`src/rtl/switch_pkg.sv`:
```
// Shared types and helpers for the switch sequence decoder: FSM state encoding,
// Johnson-code position lookup and the illegal-pattern field value.
package switch_pkg;

    typedef logic [0:0] seq_state_t;
    localparam seq_state_t ST_TRACK = 1'b0;
    localparam seq_state_t ST_FAULT = 1'b1;

    function automatic int sw_err_val(input int n);
        return n + 1;
    endfunction

    // Returns the Johnson position (0..2n-1) of a code, or -1 for an illegal pattern.
    function automatic int johnson_pos(input logic [7:0] code, input int n);
        int         res;
        logic [7:0] exp_code;
        res = -1;
        for (int k = 0; k < 16; k++) begin
            if (k < 2 * n) begin
                exp_code = '0;
                for (int i = 0; i < 8; i++) begin
                    if (i < n)
                        exp_code[i] = (k <= n) ? (i >= n - k) : (i < 2 * n - k);
                end
                if (code == exp_code && res < 0)
                    res = k;
            end
        end
        return res;
    endfunction

endpackage

```
`src/rtl/sw_debounce.sv`:
```
// Single-channel 2-flop synchroniser followed by a stable-count debouncer.
module sw_debounce #(
    parameter int DEB_CYCLES = 4
) (
    input  logic i_clk,
    input  logic i_rst_n,
    input  logic i_sw,
    output logic o_stable
);
    localparam int CW = $clog2(DEB_CYCLES + 1);

    logic          r_s1, r_s2, r_stable;
    logic [CW-1:0] r_cnt;

    always_ff @(posedge i_clk or negedge i_rst_n) begin
        if (!i_rst_n) begin
            r_s1     <= 1'b0;
            r_s2     <= 1'b0;
            r_stable <= 1'b0;
            r_cnt    <= '0;
        end else begin
            r_s1 <= i_sw;
            r_s2 <= r_s1;
            // The accepting cycle is the DEB_CYCLES-th consecutive mismatch.
            if (r_s2 == r_stable) begin
                r_cnt <= '0;
            end else if (r_cnt == CW'(DEB_CYCLES - 1)) begin
                r_stable <= r_s2;
                r_cnt    <= '0;
            end else begin
                r_cnt <= r_cnt + 1'b1;
            end
        end
    end

    assign o_stable = r_stable;

endmodule

```
`src/rtl/switch_seq_decoder.sv`:
```
// Debounced switch bank -> per-switch numeric fields, with optional Johnson
// sequence checker enabled by SWITCH_SEQ_CHECK_EN.
module switch_seq_decoder
    import switch_pkg::*;
#(
    parameter int N          = 3,
    parameter int DEB_CYCLES = 4,
    parameter int W          = 4
) (
    input  logic                      clk,
    input  logic                      rst_n,
    input  logic [N-1:0]              sw,
    output logic [N*W-1:0]            nums,
    output logic                      code_valid,
    output logic                      chg,
    output logic [$clog2(2*N)-1:0]    pos,
    output logic                      dir,
    output logic                      seq_err
);
    localparam int PW  = $clog2(2 * N);
    localparam int ERR = sw_err_val(N);

    logic [N-1:0]   w_stable;
    logic [N-1:0]   r_prev;
    logic [7:0]     w_code8;
    int             w_jpos;
    logic           w_legal;
    logic           w_changed;
    logic [N*W-1:0] r_nums;
    logic           r_valid;
    logic           r_chg;

    for (genvar g = 0; g < N; g++) begin : g_deb
        sw_debounce #(.DEB_CYCLES(DEB_CYCLES)) u_deb (
            .i_clk    (clk),
            .i_rst_n  (rst_n),
            .i_sw     (sw[g]),
            .o_stable (w_stable[g])
        );
    end

    always_comb begin
        w_code8        = '0;
        w_code8[N-1:0] = w_stable;
        w_jpos         = johnson_pos(w_code8, N);
        w_legal        = (w_jpos >= 0);
        w_changed      = (w_stable != r_prev);
    end

    always_ff @(posedge clk or negedge rst_n) begin
        if (!rst_n) begin
            r_prev  <= '0;
            r_nums  <= '0;
            r_valid <= 1'b1;
            r_chg   <= 1'b0;
        end else begin
            r_prev <= w_stable;
            r_chg  <= w_changed;
            if (w_changed) begin
                r_valid <= w_legal;
                for (int i = 0; i < N; i++)
                    r_nums[i*W +: W] <= !w_legal   ? W'(ERR) :
                                        w_stable[i] ? W'(i + 1) : '0;
            end
        end
    end

    assign nums       = r_nums;
    assign code_valid = r_valid;
    assign chg        = r_chg;

`ifdef SWITCH_SEQ_CHECK_EN
    seq_state_t    r_state;
    logic [PW-1:0] r_pos;
    logic          r_dir;
    logic [PW-1:0] w_new, w_fwd, w_bwd;

    always_comb begin
        w_new = PW'(w_jpos);
        w_fwd = PW'((int'(r_pos) + 1) % (2 * N));
        w_bwd = PW'((int'(r_pos) + 2 * N - 1) % (2 * N));
    end

    always_ff @(posedge clk or negedge rst_n) begin
        if (!rst_n) begin
            r_state <= ST_TRACK;
            r_pos   <= '0;
            r_dir   <= 1'b1;
        end else if (w_changed) begin
            case (r_state)
                ST_TRACK: begin
                    if (w_legal && w_new == w_fwd) begin
                        r_pos <= w_new;
                        r_dir <= 1'b1;
                    end else if (w_legal && w_new == w_bwd) begin
                        r_pos <= w_new;
                        r_dir <= 1'b0;
                    end else begin
                        r_state <= ST_FAULT;
                    end
                end
                default: begin
                    if (w_stable == '0) begin
                        r_state <= ST_TRACK;
                        r_pos   <= '0;
                    end
                end
            endcase
        end
    end

    assign pos     = r_pos;
    assign dir     = r_dir;
    assign seq_err = (r_state == ST_FAULT);
`else
    assign pos     = '0;
    assign dir     = 1'b1;
    assign seq_err = 1'b0;
`endif

endmodule

```
`config.mk`:
```
export PLATFORM = sky130hd
export DESIGN_NAME = switch_seq_decoder
export DESIGN_NICKNAME = d
export VERILOG_FILES = /design/src/rtl/switch_pkg.sv /design/src/rtl/sw_debounce.sv /design/src/rtl/switch_seq_decoder.sv
export SDC_FILE = /design/constraint.sdc
export NUM_CORES = 1
export LEC_CHECK = 0
export BUFFER_PORTS_ARGS = -buffer_cell sky130_fd_sc_hd__buf_2
export CAP_MARGIN = 20
export CORE_ASPECT_RATIO = 0.6
export CORE_UTILIZATION = 30
export DETAILED_ROUTE_END_ITERATION = 7
export HOLD_SLACK_MARGIN = 0.08
export PLACE_DENSITY_LB_ADDON = 0.15
export RECOVER_POWER = 50
export SLEW_MARGIN = 20
export SYNTH_ARGS = -nofsm -noshare
export SYNTH_HDL_FRONTEND = slang
export SYNTH_SLANG_ARGS = --single-unit
```
`constraint.sdc`:
```
create_clock -name clk -period 1.3 [get_ports clk]
set_input_delay 0.195 -clock clk [delete_from_list [all_inputs] [get_ports clk]]
set_output_delay 0.195 -clock clk [all_outputs]
set_load 0.02 [all_outputs]
```
==> results of run 1 <==
-- state kept, by name, summed over array words and instances (netlist names) --
register / count
r_prev: 3
nums: 4
chg: 1
code_valid: 1
g_deb.u_deb.r_cnt: 9
g_deb.u_deb.r_s1: 3
g_deb.u_deb.o_stable: 3
g_deb.u_deb.r_s2: 3
-- kinds of logic after synthesis --
logic type / Yosys count / share of synthesized area (%)
AO/OA/AOI/OAI: 6 / 2.941
XOR/XNOR: 6 / 6.863
adder cells (fa/ha/maj): 3 / 3.268
buffers and inverters: 19 / 11.44
flip-flops: 27 / 58.93
multiplexers: 6 / 6.645
other: 2 / 0.6538
AND/OR/NAND/NOR: 16 / 9.259
-- what timing repair did --
item / in CTS / in global routing
hold endpoints to repair: 29 / 0
endpoints found under the setup margin: 0 / 3
hold buffers: 4 / 0
buffers inserted: 0 / 0
resized for setup: 0 / 1
-- synthesized netlist by cell type, drive strengths merged --
cell type / count / area share, %
nor2b: 4 / 2.2
nor2: 1 / 0.33
o21ai: 3 / 1.3
a21oi: 2 / 0.87
dfrtp: 26 / 57
nor3b: 5 / 3.3
mux2: 4 / 4.9
o21a: 1 / 0.76
conb: 2 / 0.65
xnor2: 6 / 6.9
inv: 4 / 1.3
ha: 3 / 3.3
mux2i: 2 / 1.7
nand3: 1 / 1.5
buf: 15 / 10
dfstp: 1 / 2.3
nor3: 3 / 1.3
nand2: 2 / 0.65
-- stage by stage --
| stage | setup WS (ns) | utilization (%) | cells | hold WS, ns |
|---|---|---|---|---|
| 5_1_grt | 0.008279 | 37.57 | 147 | 0.3688 |
| 6_report | 0.06484 | 37.57 | 147 | 0.3583 |
| 4_1_cts | 0.02510 | 37.65 | 147 | 0.3604 |
| 3_5_place_dp | 0.04820 | 35.03 | 139 | 0.2416 |
| 2_1_floorplan | 0.05186 | - | 93 | -0.1006 |
| 3_3_place_gp | 0.07595 | 35.03 | 139 | 0.2365 |
-- power by group through the flow --
stage / Clock [W] / Combinational, W / Sequential (W)
5_1_grt: 0.000560 / 0.00137 / 0.00130
4_1_cts: 0.000524 / 0.00126 / 0.00126
3_5_place_dp: 0 / 0.00125 / 0.00128
2_1_floorplan: 0 / 0.000990 / 0.00134
3_3_place_gp: 0 / 0.00125 / 0.00128
6_report: 0.000495 / 0.00123 / 0.00126
-- area by class of cell --
| cell class | instances | area [sq um] | share of cell area [%] |
|---|---|---|---|
| sequential | 27 | 678.2 | 52.42 |
| multi-input combinational | 47 | 370.4 | 28.63 |
| timing repair buffer | 20 | 123.9 | 9.574 |
| tap | 45 | 56.30 | 4.352 |
| clock buffer | 3 | 41.29 | 3.191 |
| inverter | 4 | 15.01 | 1.161 |
| clock inverter | 1 | 8.758 | 0.6770 |
-- routing by layer --
layer	track usage [%]	vias to the layer above
li1	-	285
met1	12.10	258
met2	11.16	18
met3	5.185	2
met4	0.8772	0
met5	0	-
-- path summary, 6_finish.rpt --
kind                                           endpoint                     from  slack (ns)
worst max-delay path                            nums[5]  g_deb[1].u_deb.o_stable        0.06
worst min-delay path                g_deb[2].u_deb.r_s2      g_deb[2].u_deb.r_s1        0.36
worst max register to register                  nums[5]  g_deb[1].u_deb.o_stable        0.06
worst min register to register      g_deb[2].u_deb.r_s2      g_deb[2].u_deb.r_s1        0.36
max in group asynchronous       g_deb[1].u_deb.o_stable                    rst_n        0.36
min in group asynchronous       g_deb[0].u_deb.r_cnt[2]                    rst_n        0.47
==> results.toml, run 1 <==
[route]
drt_pre_antenna_iters = 2
dr_wl_met2_microns = 536
postRouteAntennaNets = 0
drt-wirelength-per-cell_microns = 9.871
wl_mm = 1.451
wirelength_met1_microns = 797
initialDrtViolationCount = 10
detailroute.wirelength.met3_microns = 112
drt_drc_violations_left = 0
viasPerCell = 3.830
via_count = 563
maxUsedRoutingLayer = "met4"

[timing]
finalMaxSlewViolations = 0
fin_crit_ns = 1.235
setup_tns_final_ns = 0
setup_viol = 0
slew_headroom_pct = 56.07
final-hold-violation-count = 0
timing.final.crit_share_pct = 95.01
unrepaired_setup_endpoints_after_global_routing = "false"
actual_transition_at_the_worst_max_transition_pin_ns = 0.6590
max_freq_ghz = 0.8096
finalClockSkew_ns = 0.002031

[floorplanning]
floorplan.initialDensity_pct = 33.36
top_level_ports = 24
die_area_sq_um = 4088
placementRows = 16
coreArea_sq_um = 3443
die-width_microns = 81.88
die_h_microns = 49.93

[grt]
initial_antenna_violation_count = 0
pin_count_of_the_biggest_net_entering_global_routing = 28
grt_util_all_layers_pct = 8.523
vias_in_the_first_global_route = 492
grt_first_pass_wirelength_mm = 2.470
globalRoute.totalOverflow = 0

[layout]
total_inserted_antenna_cells = 0
design.final.nets = 111
mostFrequentLayoutCells = "25 x dfrtp_1, 12 x buf_2, 10 x conb_1, 5 x nor3b_1"
layout.cells.most_common = "dfrtp_1"
fillerInstances = 346
final_area_sq_um = 1294
layout-area-overhead-vs-synth_pct = 12.64
drive_above_1_share_pct = 28.43

[worst_setup_path]
worst-r2r-cell-count = 3
worst-setup-path-type = "reg -> reg"
worstPathArrival_ns = 1.40
largest_fanout_on_the_critical_path = 6
critPathTopFamily = "flip-flops"
worst_ep_required_time_ns = 1.46
worstPathCellList = "xnor2_4, nand3_4, mux2_4"
critPathBufInv = 0
critical-path-max-stage-delay_ns = 0.47
timing.critical_path.from_type = "flop"
critical_path.endpoint_type = "flop"
critPathSlowestCell = "dfrtp_2"
stages_on_worst_setup_path = 3

[min_path]
worst_hold_path_type = "reg -> reg"
hold_path_depth = 0

[pwr]
swShare_pct = 35.54
p_sw_w = 0.001062
clock_power_share_pct = 16.5
seq_power_share_pct = 42.3
ir_worst_vdd_mv = 1.089
power_frac_comb_pct = 41.2
design_power_total_w = 0.002990
internal_power_w = 0.001927
power_density_nw_per_um2 = 2311
p_leak_nw = 0.6332

[clock_network]
cts_max_path_buffers = 2
cts_tree = "yes"
htree_levels = 1
clock_sinks = 27
cts_inserted_buffers = 3
clk_root_buffer_cell = "clkbuf_8"
worst_skew_pair.late_latency_ns = 0.27
clock_pin_slew_on_the_worst_setup_and_hold_paths_ns = 0.10

[yosys]
synth_sequential_area_ratio_pct = 58.93
synth.yosys.warnings = 0
mappedNetlistArea_sq_um = 1149
gate_count_after_technology_mapping = 85
synth_seq_cells = 27
post_synth.cell_area_avg_sq_um = 13.51
synth.distinct_cells = 22

[placement]
io_port_bufs = 13
placedInstanceArea_sq_um = 1206
placed_wire_length_estimate_after_detailed_placement_mm = 1.083
gp_routability_congestion = 0.7295

[flow_run]
drv_cap = 0

[run_status]
status = "finished, final reports clean"
Power figures use the tool's default switching activity.
==> run 2, diff against run 1 <==
CORE_UTILIZATION = 52   (was 30)
clock period = 1.16 ns   (was 1.3 ns; I/O delays follow)
==> results.toml, run 2 (synthesis results as in run 1) <==
[route]
postRouteAntennaNets = 0
drt_drc_violations_left = 0
drt_pre_antenna_iters = 3
via_count = 602
initialDrtViolationCount = 2
wl_mm = 1.473
viasPerCell = 4.493
drt-wirelength-per-cell_microns = 10.99

[pwr]
p_leak_nw = 0.6589
power_density_nw_per_um2 = 2646
ir_worst_vdd_mv = 1.348

[grt]
globalRoute.totalOverflow = 0
vias_in_the_first_global_route = 545
grt_util_all_layers_pct = 14.71
grt_first_pass_wirelength_mm = 2.442
initial_antenna_violation_count = 0
pin_count_of_the_biggest_net_entering_global_routing = 28

[layout]
drive_above_1_share_pct = 36.79
mostFrequentLayoutCells = "24 x dfrtp_1, 12 x buf_2, 10 x conb_1, 7 x buf_4, 5 x nor3b_1"
total_inserted_antenna_cells = 0
fillerInstances = 151
layout-area-overhead-vs-synth_pct = 16.78
final_area_sq_um = 1341
final_cell_count_no_fill = 134
top_register = "g_deb.u_deb.r_cnt"
largest_register_ff_count = 9
layout.cells.most_common = "dfrtp_1"
design.final.nets = 115

[timing]
final-hold-violation-count = 0
setup_tns_final_ns = -0.03594
setup_viol = 3
setup_slack_ns = -0.01395
fin_crit_ns = 1.174
finalMaxSlewViolations = 0
finalClockSkew_ns = 0.002142
unrepaired_setup_endpoints_after_global_routing = "true"
slew_headroom_pct = 57.61
actual_transition_at_the_worst_max_transition_pin_ns = 0.6359
timing.final.crit_share_pct = 101.2
max_freq_ghz = 0.8518

[floorplanning]
top_level_ports = 24
die_h_microns = 38.41
floorplan.initialDensity_pct = 58.40
die_area_sq_um = 2407
die-width_microns = 62.68
placementRows = 12
coreArea_sq_um = 1967

[clock_network]
htree_levels = 1
clk_root_buffer_cell = "clkbuf_8"
clock_sinks = 27
cts_inserted_buffers = 3
worst_skew_pair.late_latency_ns = 0.27
cts_max_path_buffers = 2
clock_pin_slew_on_the_worst_setup_and_hold_paths_ns = 0.09
cts_tree = "yes"

[placement]
io_port_bufs = 13
placedInstanceArea_sq_um = 1226
preCtsSetupSlack_ns = -0.03016
place_inst = 125
gp_routability_congestion = 0.6444
placed_wire_length_estimate_after_detailed_placement_mm = 1.029

[run_status]
status = "finished with violations"
violations = "negative setup slack"

[flow_run]
drv_cap = 0

[worst_setup_path]
worstPathArrival_ns = 1.34
worst-setup-path-type = "reg -> reg"
worst_ep_required_time_ns = 1.32
largest_fanout_on_the_critical_path = 5
timing.critical_path.from_type = "flop"
critical_path.endpoint_type = "flop"

[min_path]
worst_hold_path_type = "reg -> reg"
[run 2: stage by stage]
stage               total power, W  hold slack, ns  util (%)
floorplan                 0.002718         -0.1216         -
global placement          0.002975          0.1958     62.34
detailed placement        0.003004          0.2047     62.34
CTS                       0.003564          0.3565     67.11
global route              0.003793          0.3623     68.19
finish                    0.003549          0.3536     68.19
[run 2: critical path, stage by stage (launching register included)]
cell,delay [ns]
dfrtp_1,0.44
xnor2_4,0.20
nand3_4,0.12
mux2_4,0.31
[run 2: power by group]
group          switching (W)  internal (W)  leakage (nW)
Clock               0.000287      0.000244        0.0217
Combinational       0.000711      0.000842         0.304
Sequential          0.000226       0.00124         0.333
[run 2: area by class of cell]
| class | count | area (sq um) | share of cell area, % |
|---|---|---|---|
| clock inverters | 1 | 7.507 | 0.5597 |
| clock buffers | 3 | 41.29 | 3.078 |
| inverters | 4 | 15.01 | 1.119 |
| repair buffers | 24 | 157.7 | 11.75 |
| flip-flops and latches | 27 | 679.4 | 50.65 |
| well taps | 28 | 35.03 | 2.612 |
| multi-input cells | 47 | 405.4 | 30.22 |
[run 2: what timing repair did]
item,4_1_cts,5_1_grt
hold buffers,4,0
endpoints found under the hold margin,29,0
resized for setup,3,4
pin swaps,0,1
setup buffers,0,1
setup endpoints to repair,6,10
[run 2: final timing paths]
| kind | startpoint | cells past startpoint | to | slack (ns) |
|---|---|---|---|---|
| setup reg to reg | r_prev[1] | 3 | nums[5] | -0.01 |
| hold / removal | g_deb[1].u_deb.r_s1 | 0 | g_deb[1].u_deb.r_s2 | 0.35 |
| setup / recovery | r_prev[1] | 3 | nums[5] | -0.01 |
| max in group asynchronous | rst_n | 2 | g_deb[1].u_deb.o_stable | 0.26 |
| hold reg to reg | g_deb[1].u_deb.r_s1 | 0 | g_deb[1].u_deb.r_s2 | 0.35 |
| min in group asynchronous | rst_n | 2 | g_deb[1].u_deb.r_s1 | 0.45 |
[run 2: routing by layer]
layer / vias to the layer above / GRT usage (%) / share of wire [%] / routed length [microns]
li1: 295 / - / - / -
met1: 286 / 19.11 / 49 / 723
met2: 19 / 22.28 / 45 / 657
met3: 2 / 5.357 / 5.4 / 79
met4: 0 / 6.977 / 0.88 / 13
met5: - / 0 / 0 / 0
